### config.mk
export PLATFORM = sky130hd
export DESIGN_NAME = dspl_arbiter
export DESIGN_NICKNAME = d
export VERILOG_FILES = /design/src/rtl/dspl_arbiter.sv
export SDC_FILE = /design/constraint.sdc
export NUM_CORES = 1
export LEC_CHECK = 0
export CORE_ASPECT_RATIO = 1.5
export CORE_UTILIZATION = 33
export DETAILED_ROUTE_END_ITERATION = 12
export PLACE_DENSITY = 0.76
export SLEW_MARGIN = 20
export SYNTH_ARGS = -nofsm -noshare
export SYNTH_HDL_FRONTEND = slang
export SYNTH_SLANG_ARGS = --single-unit
### constraint.sdc
create_clock -name i_clock -period 3.2 [get_ports i_clock]
set_input_delay 0.64 -clock i_clock [delete_from_list [all_inputs] [get_ports i_clock]]
set_output_delay 0.64 -clock i_clock [all_outputs]
set_load 0.01 [all_outputs]
### src/rtl/dspl_arbiter.sv
// dspl_arbiter: round-robin sharing of the 8-digit 7-segment display driver
// between two requesting sources. Owners keep the display for at least
// MIN_HOLD cycles. A waiting source takes over after MAX_HOLD cycles.
// Optional macro DSPL_ARB_GAP_EN inserts GAP_CYCLES blank cycles on every
// owner exit.
//
// state   | meaning
// --------+-----------------------------------------------------------
// IDLE    | no owner, display blank, arbitrate on requests
// OWN0    | source 0 drives the display
// OWN1    | source 1 drives the display
// GAP     | (DSPL_ARB_GAP_EN only) blank handover interval, then arbitrate
`timescale 1ns/1ps

module dspl_arbiter #(
    parameter int MIN_HOLD   = 4,
    parameter int MAX_HOLD   = 16,
    parameter int GAP_CYCLES = 3
) (
    input  logic        i_clock,
    input  logic        i_reset_n,
    input  logic        i_req0,
    input  logic        i_req1,
    input  logic [47:0] i_src0_digits,
    input  logic [47:0] i_src1_digits,
    output logic [1:0]  o_gnt,
    output logic [5:0]  o_d1,
    output logic [5:0]  o_d2,
    output logic [5:0]  o_d3,
    output logic [5:0]  o_d4,
    output logic [5:0]  o_d5,
    output logic [5:0]  o_d6,
    output logic [5:0]  o_d7,
    output logic [5:0]  o_d8
);

    // The counter is shared by the hold timer and the handover gap.
    localparam int CNT_TOP = (MAX_HOLD > GAP_CYCLES) ? MAX_HOLD : GAP_CYCLES;
    localparam int CNT_W   = $clog2(CNT_TOP + 1);

    localparam logic [CNT_W-1:0] MIN_LIM = CNT_W'(MIN_HOLD - 1);
    localparam logic [CNT_W-1:0] MAX_LIM = CNT_W'(MAX_HOLD - 1);

    localparam logic [1:0] ST_IDLE = 2'd0;
    localparam logic [1:0] ST_OWN0 = 2'd1;
    localparam logic [1:0] ST_OWN1 = 2'd2;
`ifdef DSPL_ARB_GAP_EN
    localparam logic [1:0] ST_GAP  = 2'd3;
    localparam logic [CNT_W-1:0] GAP_LIM = CNT_W'(GAP_CYCLES - 1);
`endif

    logic [1:0]       r_state;
    logic [CNT_W-1:0] r_hold_cnt;
    logic             r_last;
    logic [1:0]       r_gnt;
    logic [47:0]      r_digits;

    logic [1:0]       w_state_nxt;
    logic [1:0]       w_arb;
    logic             w_exit0;
    logic             w_exit1;
    logic [1:0]       w_gnt_nxt;
    logic [47:0]      w_digits_nxt;

    // Idle-style arbitration: on a tie, the source not served last wins.
    always_comb begin
        w_arb = ST_IDLE;
        if (i_req0 && i_req1) begin
            w_arb = r_last ? ST_OWN0 : ST_OWN1;
        end else if (i_req0) begin
            w_arb = ST_OWN0;
        end else if (i_req1) begin
            w_arb = ST_OWN1;
        end
    end

    // Owner exit: voluntary release after the minimum hold, or preemption by a waiter.
    always_comb begin
        w_exit0 = (!i_req0 && (r_hold_cnt >= MIN_LIM)) || (i_req1 && (r_hold_cnt == MAX_LIM));
        w_exit1 = (!i_req1 && (r_hold_cnt >= MIN_LIM)) || (i_req0 && (r_hold_cnt == MAX_LIM));
    end

    // Next-state logic.
    always_comb begin
        w_state_nxt = ST_IDLE;
        case (r_state)
            ST_IDLE: w_state_nxt = w_arb;
            ST_OWN0: begin
                if (!w_exit0) begin
                    w_state_nxt = ST_OWN0;
                end else begin
`ifdef DSPL_ARB_GAP_EN
                    w_state_nxt = ST_GAP;
`else
                    w_state_nxt = i_req1 ? ST_OWN1 : ST_IDLE;
`endif
                end
            end
            ST_OWN1: begin
                if (!w_exit1) begin
                    w_state_nxt = ST_OWN1;
                end else begin
`ifdef DSPL_ARB_GAP_EN
                    w_state_nxt = ST_GAP;
`else
                    w_state_nxt = i_req0 ? ST_OWN0 : ST_IDLE;
`endif
                end
            end
`ifdef DSPL_ARB_GAP_EN
            ST_GAP:  w_state_nxt = (r_hold_cnt == GAP_LIM) ? w_arb : ST_GAP;
`endif
            default: w_state_nxt = ST_IDLE;
        endcase
    end

    // State register, hold/gap counter and last-served tracking.
    always_ff @(posedge i_clock or negedge i_reset_n) begin
        if (!i_reset_n) begin
            r_state    <= ST_IDLE;
            r_hold_cnt <= '0;
            r_last     <= 1'b1;
        end else begin
            r_state <= w_state_nxt;
            if (w_state_nxt != r_state) begin
                r_hold_cnt <= '0;
            end else if ((r_state == ST_OWN0) || (r_state == ST_OWN1)) begin
                if (r_hold_cnt < MAX_LIM) begin
                    r_hold_cnt <= r_hold_cnt + CNT_W'(1);
                end
`ifdef DSPL_ARB_GAP_EN
            end else if (r_state == ST_GAP) begin
                r_hold_cnt <= r_hold_cnt + CNT_W'(1);
`endif
            end
            if (w_state_nxt == ST_OWN0) begin
                r_last <= 1'b0;
            end else if (w_state_nxt == ST_OWN1) begin
                r_last <= 1'b1;
            end
        end
    end

    // Output decode from next state so grant and digits move with the state.
    always_comb begin
        w_gnt_nxt    = 2'b00;
        w_digits_nxt = '0;
        if (w_state_nxt == ST_OWN0) begin
            w_gnt_nxt    = 2'b01;
            w_digits_nxt = i_src0_digits;
        end else if (w_state_nxt == ST_OWN1) begin
            w_gnt_nxt    = 2'b10;
            w_digits_nxt = i_src1_digits;
        end
    end

    // Registered grant and digit fields.
    always_ff @(posedge i_clock or negedge i_reset_n) begin
        if (!i_reset_n) begin
            r_gnt    <= 2'b00;
            r_digits <= '0;
        end else begin
            r_gnt    <= w_gnt_nxt;
            r_digits <= w_digits_nxt;
        end
    end

    assign o_gnt = r_gnt;
    assign o_d1  = r_digits[5:0];
    assign o_d2  = r_digits[11:6];
    assign o_d3  = r_digits[17:12];
    assign o_d4  = r_digits[23:18];
    assign o_d5  = r_digits[29:24];
    assign o_d6  = r_digits[35:30];
    assign o_d7  = r_digits[41:36];
    assign o_d8  = r_digits[47:42];

endmodule
==> out/results.ini, run 1 <==
[power_and_ir_drop]
ir_drop_v=0.000400
power.total_mw=3.58
power_leakage_nw=1.85
p_per_area_mw_per_mm2=844

[finish]
fill_cells=567
final_cell_mix=148 x clkdlybuf4s50_1, 57 x dfrtp_1, 48 x a22o_1
diodes=0
final_util_pct=60.7
fin_nets=449
syn_to_final_growth_pct=75.4
drive_gt1_share_pct=9.28
mostFrequentLayoutCell=clkdlybuf4s50_1

[global_route]
antenna_found_initial=0
grt_util_met2_pct=34.5
busiest_layer=met2
use_met3_pct=7.52
grt_pass1_vias=2288
track_usage_pct=18.9
grt-ovfl-total=0
grt_max_degree=51
use_met1_pct=18.4
grt_pass1_wl_um=10900

[critical_path]
crit_arrival_ps=3150
slowest_delay_ps=450
required_ps=3450
crit_fanout=50
cpMostUsedCell=ha_1
crit_slowest_cell=buf_4
path_buf_inv=2
crit_chain=ha_1, and3_1, ha_1, mux2i_1, a311oi_1, nor3_2, inv_1, ha_2, buf_4, a22o_1
critPathLaunchType=register
crit_family=adder cells
end_kind=register
worstSetupPathType=register to register

[logic_synthesis]
synth-xor-area-share_pct=0.724
yosysWarnings=0
synth_top_family_by_area=compound AO/OA/AOI/OAI gates
yosys-mux-area-fraction_pct=1.24
syn_inst=183
yosys.area_share.adder_pct=4.66
ys_seq_area_share_pct=60.1
synthesis.nets=292
synthesis.area_mm2=0.00242
synth_compound_area_share_pct=23.0
yosys_register_bits=58
synth-simple-area-share_pct=7.35
synth_cell_types=36
synth.avg_cell_area_um2=13.2

[clock_network]
cts_made_buffers=9
clkSinkCount=58
cts_max_level=3
clk_latency_ps=320
cts-root-buf=clkbuf_8
path_clk_slew_ps=60
cts_tree=done
clockBufferDepth=2

[floorplan]
die_x_um=71.9
start_util_pct=34.6
die_y_um=107
core_mm2=0.00699
core.rowCount=37
die_area_mm2=0.00768
io-pin-count=150

[sta]
fin_skew_ps=12.9
fin_tns_setup_ps=0
worst_pin_slew_ps=804
finalCriticalPeriod_ps=2900
finalSetupViolations=0
max_freq_mhz=345
grt_setup_unrepaired=false
maxSlewHeadroom_pct=46.4
period_share_pct=90.6
fin_ws_ps=301
drv_slew=0
hold_viol_final=0

[placed_design]
dp_hpwl_um=5130
io_buffers=149
finalWeightedCongestion=0.832
pre_cts_ws_ps=-166

[detailed_routing]
drt_iter0_drc=83
drt-pass1-iter-count=4
ant_nets=0
drc_errors=0
vias_per_cell=4.88
routedWlPerCell_um=15.6
route.vias.total=2159
drt-total-wl_um=6910

[run]
cap_violations=0

[outcome]
outcome=finished, final reports clean

[worst_hold_path]
hold_class=primary input to async pin

cell type report:
cell class	count	area [µm²]	share of cell area (%)
sequential	58	1450	34.2
tap	97	121	2.86
clock buffer	13	139	3.27
multi-input combinational	107	923	21.8
clock inverter	3	40.0	0.944
timing repair buffer	155	1530	36.1
inverter	9	33.8	0.796
cell families after synthesis:
kind of cell / Yosys count
AO/OA/AOI/OAI: 63
AND/OR/NAND/NOR: 29
flip-flops: 58
adder cells (fa/ha/maj): 9
multiplexers: 3
XOR/XNOR: 2
buffers and inverters: 19
stage by stage:
stage | cell area, µm² | hold slack, ps | cells
after floorplan | 2420 | 344 | 183
after global placement | 4040 | 472 | 425
after detailed placement | 4040 | 477 | 425
after CTS | 4240 | 425 | 442
after global routing | 4240 | 470 | 442
final | 4240 | 400 | 442
state kept, by name, indices dropped and copies added, names as in the netlist:
| register | cells |
|---|---|
| o_gnt | 2 |
| r_digits | 48 |
| r_hold_cnt | 5 |
| r_last | 1 |
| r_state | 2 |
path summary, 6_finish.rpt:
kind / from / endpoint / cells past startpoint / slack, ps
max: r_hold_cnt[0] / r_digits[4] / 10 / 300
min: i_reset_n / r_digits[37] / 1 / 400
max reg2reg: r_hold_cnt[0] / r_digits[4] / 10 / 300
min reg2reg: r_last / r_last / 2 / 480
max in group asynchronous: i_reset_n / r_digits[47] / 2 / 2000
min in group i_clock: r_last / r_last / 2 / 480
metal layers:
layer / share of wire [%] / wire length (µm)
met1: 34 / 2350
met2: 57 / 3920
met3: 7.3 / 502
met4: 2.1 / 142
met5: 0 / 0
where the power goes:
part | internal [mW] | switching, mW
clock network | 0.358 | 0.264
logic | 0.989 | 0.892
registers | 0.995 | 0.0807
cells in the mapped netlist:
| library cell | number | share of area (%) |
|---|---|---|
| a2111oi_0 | 1 | 0.36 |
| a211oi_1 | 1 | 0.31 |
| a21bo_2 | 2 | 0.83 |
| a21oi_1 | 1 | 0.21 |
| a22o_1 | 48 | 17 |
| a311oi_1 | 1 | 0.36 |
| a31oi_1 | 1 | 0.26 |
| a41oi_1 | 2 | 0.72 |
| and2_1 | 1 | 0.26 |
| and3_1 | 2 | 0.52 |
| buf_1 | 2 | 0.31 |
| clkbuf_1 | 8 | 1.2 |
| dfrtp_1 | 57 | 59 |
| dfstp_2 | 1 | 1.1 |
| ha_1 | 9 | 4.7 |
| inv_1 | 9 | 1.4 |
| mux2i_1 | 3 | 1.2 |
| nand2_1 | 4 | 0.62 |
| nand2b_1 | 3 | 0.78 |
| nand3_1 | 2 | 0.41 |
| nand3b_1 | 1 | 0.31 |
| nand4_1 | 1 | 0.26 |
| nor2_1 | 1 | 0.16 |
| nor2_2 | 1 | 0.26 |
| nor2b_1 | 1 | 0.26 |
| nor3_1 | 2 | 0.41 |
| nor4_1 | 7 | 1.8 |
| nor4_2 | 1 | 0.52 |
| o21bai_1 | 2 | 0.62 |
| o22ai_2 | 1 | 0.52 |
| o31ai_1 | 1 | 0.31 |
| o32a_2 | 1 | 0.47 |
| o41ai_2 | 1 | 0.67 |
| or4_1 | 1 | 0.31 |
| or4_4 | 1 | 0.47 |
| xor2_1 | 2 | 0.72 |
timing repair:
item | 4_1_cts | 5_1_grt
resized for setup | 1 | 1
setup endpoints to repair | 48 | 48
hold endpoints to repair | 0 | 0
setup buffers | 0 | 0
hold buffers | 0 | 0
gates cloned | 1 | 0
(Power assumes the default switching activity.)
==> inputs of run 2 (changes only) <==
CORE_ASPECT_RATIO = unset   (was 1.5)
CTS_CLUSTER_DIAMETER = 200   (was unset)
==> out/results.ini, run 2 (synthesis gave the netlist of run 1 again) <==
[critical_path]
cpMostUsedCell=ha_1
crit_slowest_cell=nor2b_4
slowest_delay_ps=580  ; +130 ps
end_kind=register
worstSetupPathType=register to register
crit_chain=ha_1, and3_1, ha_1, mux2i_1, a311oi_1, nor3_1, buf_4, ha_1, nor2b_4, a22o_1
path_buf_inv=1  ; -1
crit_family=simple AND/OR/NAND/NOR gates
required_ps=3460  ; about the same
crit_fanout=24  ; -52%
critPathLaunchType=register
crit_arrival_ps=3210  ; +60 ps

[finish]
mostFrequentLayoutCell=clkdlybuf4s50_1
final_util_pct=60.9  ; +0.19 points
final_cell_area_mm2=0.00423  ; -0.35%
top_regs=r_digits x48, r_hold_cnt x5
largest_reg_flops=48  ; unchanged
diodes=0  ; unchanged
fin_nets=449  ; unchanged
drive_gt1_share_pct=10.1  ; +0.87 points
largest-register=r_digits
final_cell_mix=148 x clkdlybuf4s50_1, 57 x dfrtp_1, 48 x a22o_1
fill_cells=570  ; +0.53%
syn_to_final_growth_pct=74.8
final-instance-count-excl-fill=441  ; -0.23%

[clock_network]
clk_latency_ps=320  ; about the same
cts_tree=done
cts_made_buffers=9  ; unchanged
clkSinkCount=58  ; unchanged
cts-root-buf=clkbuf_8
path_clk_slew_ps=70  ; about the same
cts_max_level=3  ; unchanged
clockBufferDepth=2  ; unchanged

[global_route]
track_usage_pct=18.7  ; -0.22 points
grt_max_degree=51  ; unchanged
grt-ovfl-total=0  ; unchanged
grt_pass1_wl_um=10600  ; -2.8%
antenna_found_initial=0  ; unchanged
grt_pass1_vias=2190  ; -4.3%

[placed_design]
dp_hpwl_um=5070  ; -1.2%
placed_area_mm2=0.00404  ; about the same
io_buffers=149  ; unchanged
pre_cts_ws_ps=-179  ; -12.7 ps
finalWeightedCongestion=0.851  ; +2.3%
dp_cells=424  ; -0.24%

[sta]
drv_slew=0  ; unchanged
hold_viol_final=0  ; unchanged
fin_worst_hold_slack_ps=301  ; -98.7 ps
grt_setup_unrepaired=false
maxSlewHeadroom_pct=53.2  ; +6.8 points
fin_ws_ps=248  ; -53.3 ps
period_share_pct=92.2  ; +1.7 points
worst_pin_slew_ps=697  ; -107 ps
fin_skew_ps=6.94  ; -5.97 ps
max_freq_mhz=339  ; -1.8%
finalCriticalPeriod_ps=2950  ; +53.3 ps
finalSetupViolations=0  ; unchanged

[outcome]
outcome=finished, final reports clean

[worst_hold_path]
hold_class=primary input to async pin

[detailed_routing]
drc_errors=0  ; unchanged
drt_iter0_drc=38  ; -54%
ant_nets=0  ; unchanged
drt-total-wl_um=6870  ; -0.52%
drt-pass1-iter-count=4  ; unchanged
vias_per_cell=4.70  ; -3.7%
route.vias.total=2074  ; -3.9%
routedWlPerCell_um=15.6  ; -0.30%

[floorplan]
core.rowCount=30  ; -19%
start_util_pct=34.8  ; +0.23 points
io-pin-count=150  ; unchanged
die_x_um=87.6  ; +22%
die_y_um=87.6  ; -18%
core_mm2=0.00694  ; -0.66%
die_area_mm2=0.00768  ; about the same

[power_and_ir_drop]
power_leakage_nw=1.85  ; about the same
ir_drop_v=0.000428  ; +7.0%
p_per_area_mw_per_mm2=828  ; -1.9%

[run]
cap_violations=0  ; unchanged

==> run 2: path summary, 6_finish.rpt <==
kind,startpoint,to,slack [ps],cells after the start
max in group asynchronous,i_reset_n,r_digits[37],2220,2
setup / recovery,r_hold_cnt[0],r_digits[12],250,10
hold / removal,i_reset_n,r_digits[43],300,1
setup reg to reg,r_hold_cnt[0],r_digits[12],250,10
min in group i_clock,r_last,r_last,500,2
hold reg to reg,r_last,r_last,500,2
==> run 2: per-stage QoR <==
| stage | setup TNS (ps) | total power, mW |
|---|---|---|
| after floorplan | 0 | 2.11 |
| after detailed placement | -7420 | 2.91 |
| after CTS | 0 | 3.54 |
| after global placement | -770 | 2.87 |
| final | 0 | 3.50 |
| after global routing | 0 | 3.71 |
==> run 2: what timing repair did <==
item | in CTS | in global routing
gates resized for setup | 1 | 0
hold buffers | 0 | 0
buffers inserted | 0 | 0
endpoints found under the setup margin | 46 | 0
==> run 2: area by class of cell <==
class	count	area, µm²	area share, %
Clock inverter	6	32.5	0.770
Tap cell	96	120	2.84
Multi-Input combinational cell	107	918	21.7
Sequential cell	58	1450	34.4
Inverter	9	33.8	0.799
Clock buffer	10	138	3.26
Timing Repair Buffer	155	1530	36.2
==> run 2: per-layer routing <==
metal  GRT usage [%]  vias up  routed length (µm)  part of all wire [%]
li1                -     1014                   -                     -
met1            20.1      973                2630                    38
met2            32.0       79                3540                    51
met3            7.82        8                 610                   8.9
met4            8.94        0                  98                   1.4
met5               0        -                   0                     0
==> run 2: where the power goes <==
part	internal (mW)	switching [mW]
logic	0.971	0.878
clock network	0.295	0.280
registers	0.995	0.0812
==> run 2: worst reg2reg max path: stages (launching register included) <==
cell and delay (ps):
dfrtp_1 400, ha_1 240, and3_1 180, ha_1 250, mux2i_1 230, a311oi_1 150
nor3_1 270, buf_4 180, ha_1 210, nor2b_4 580, a22o_1 220
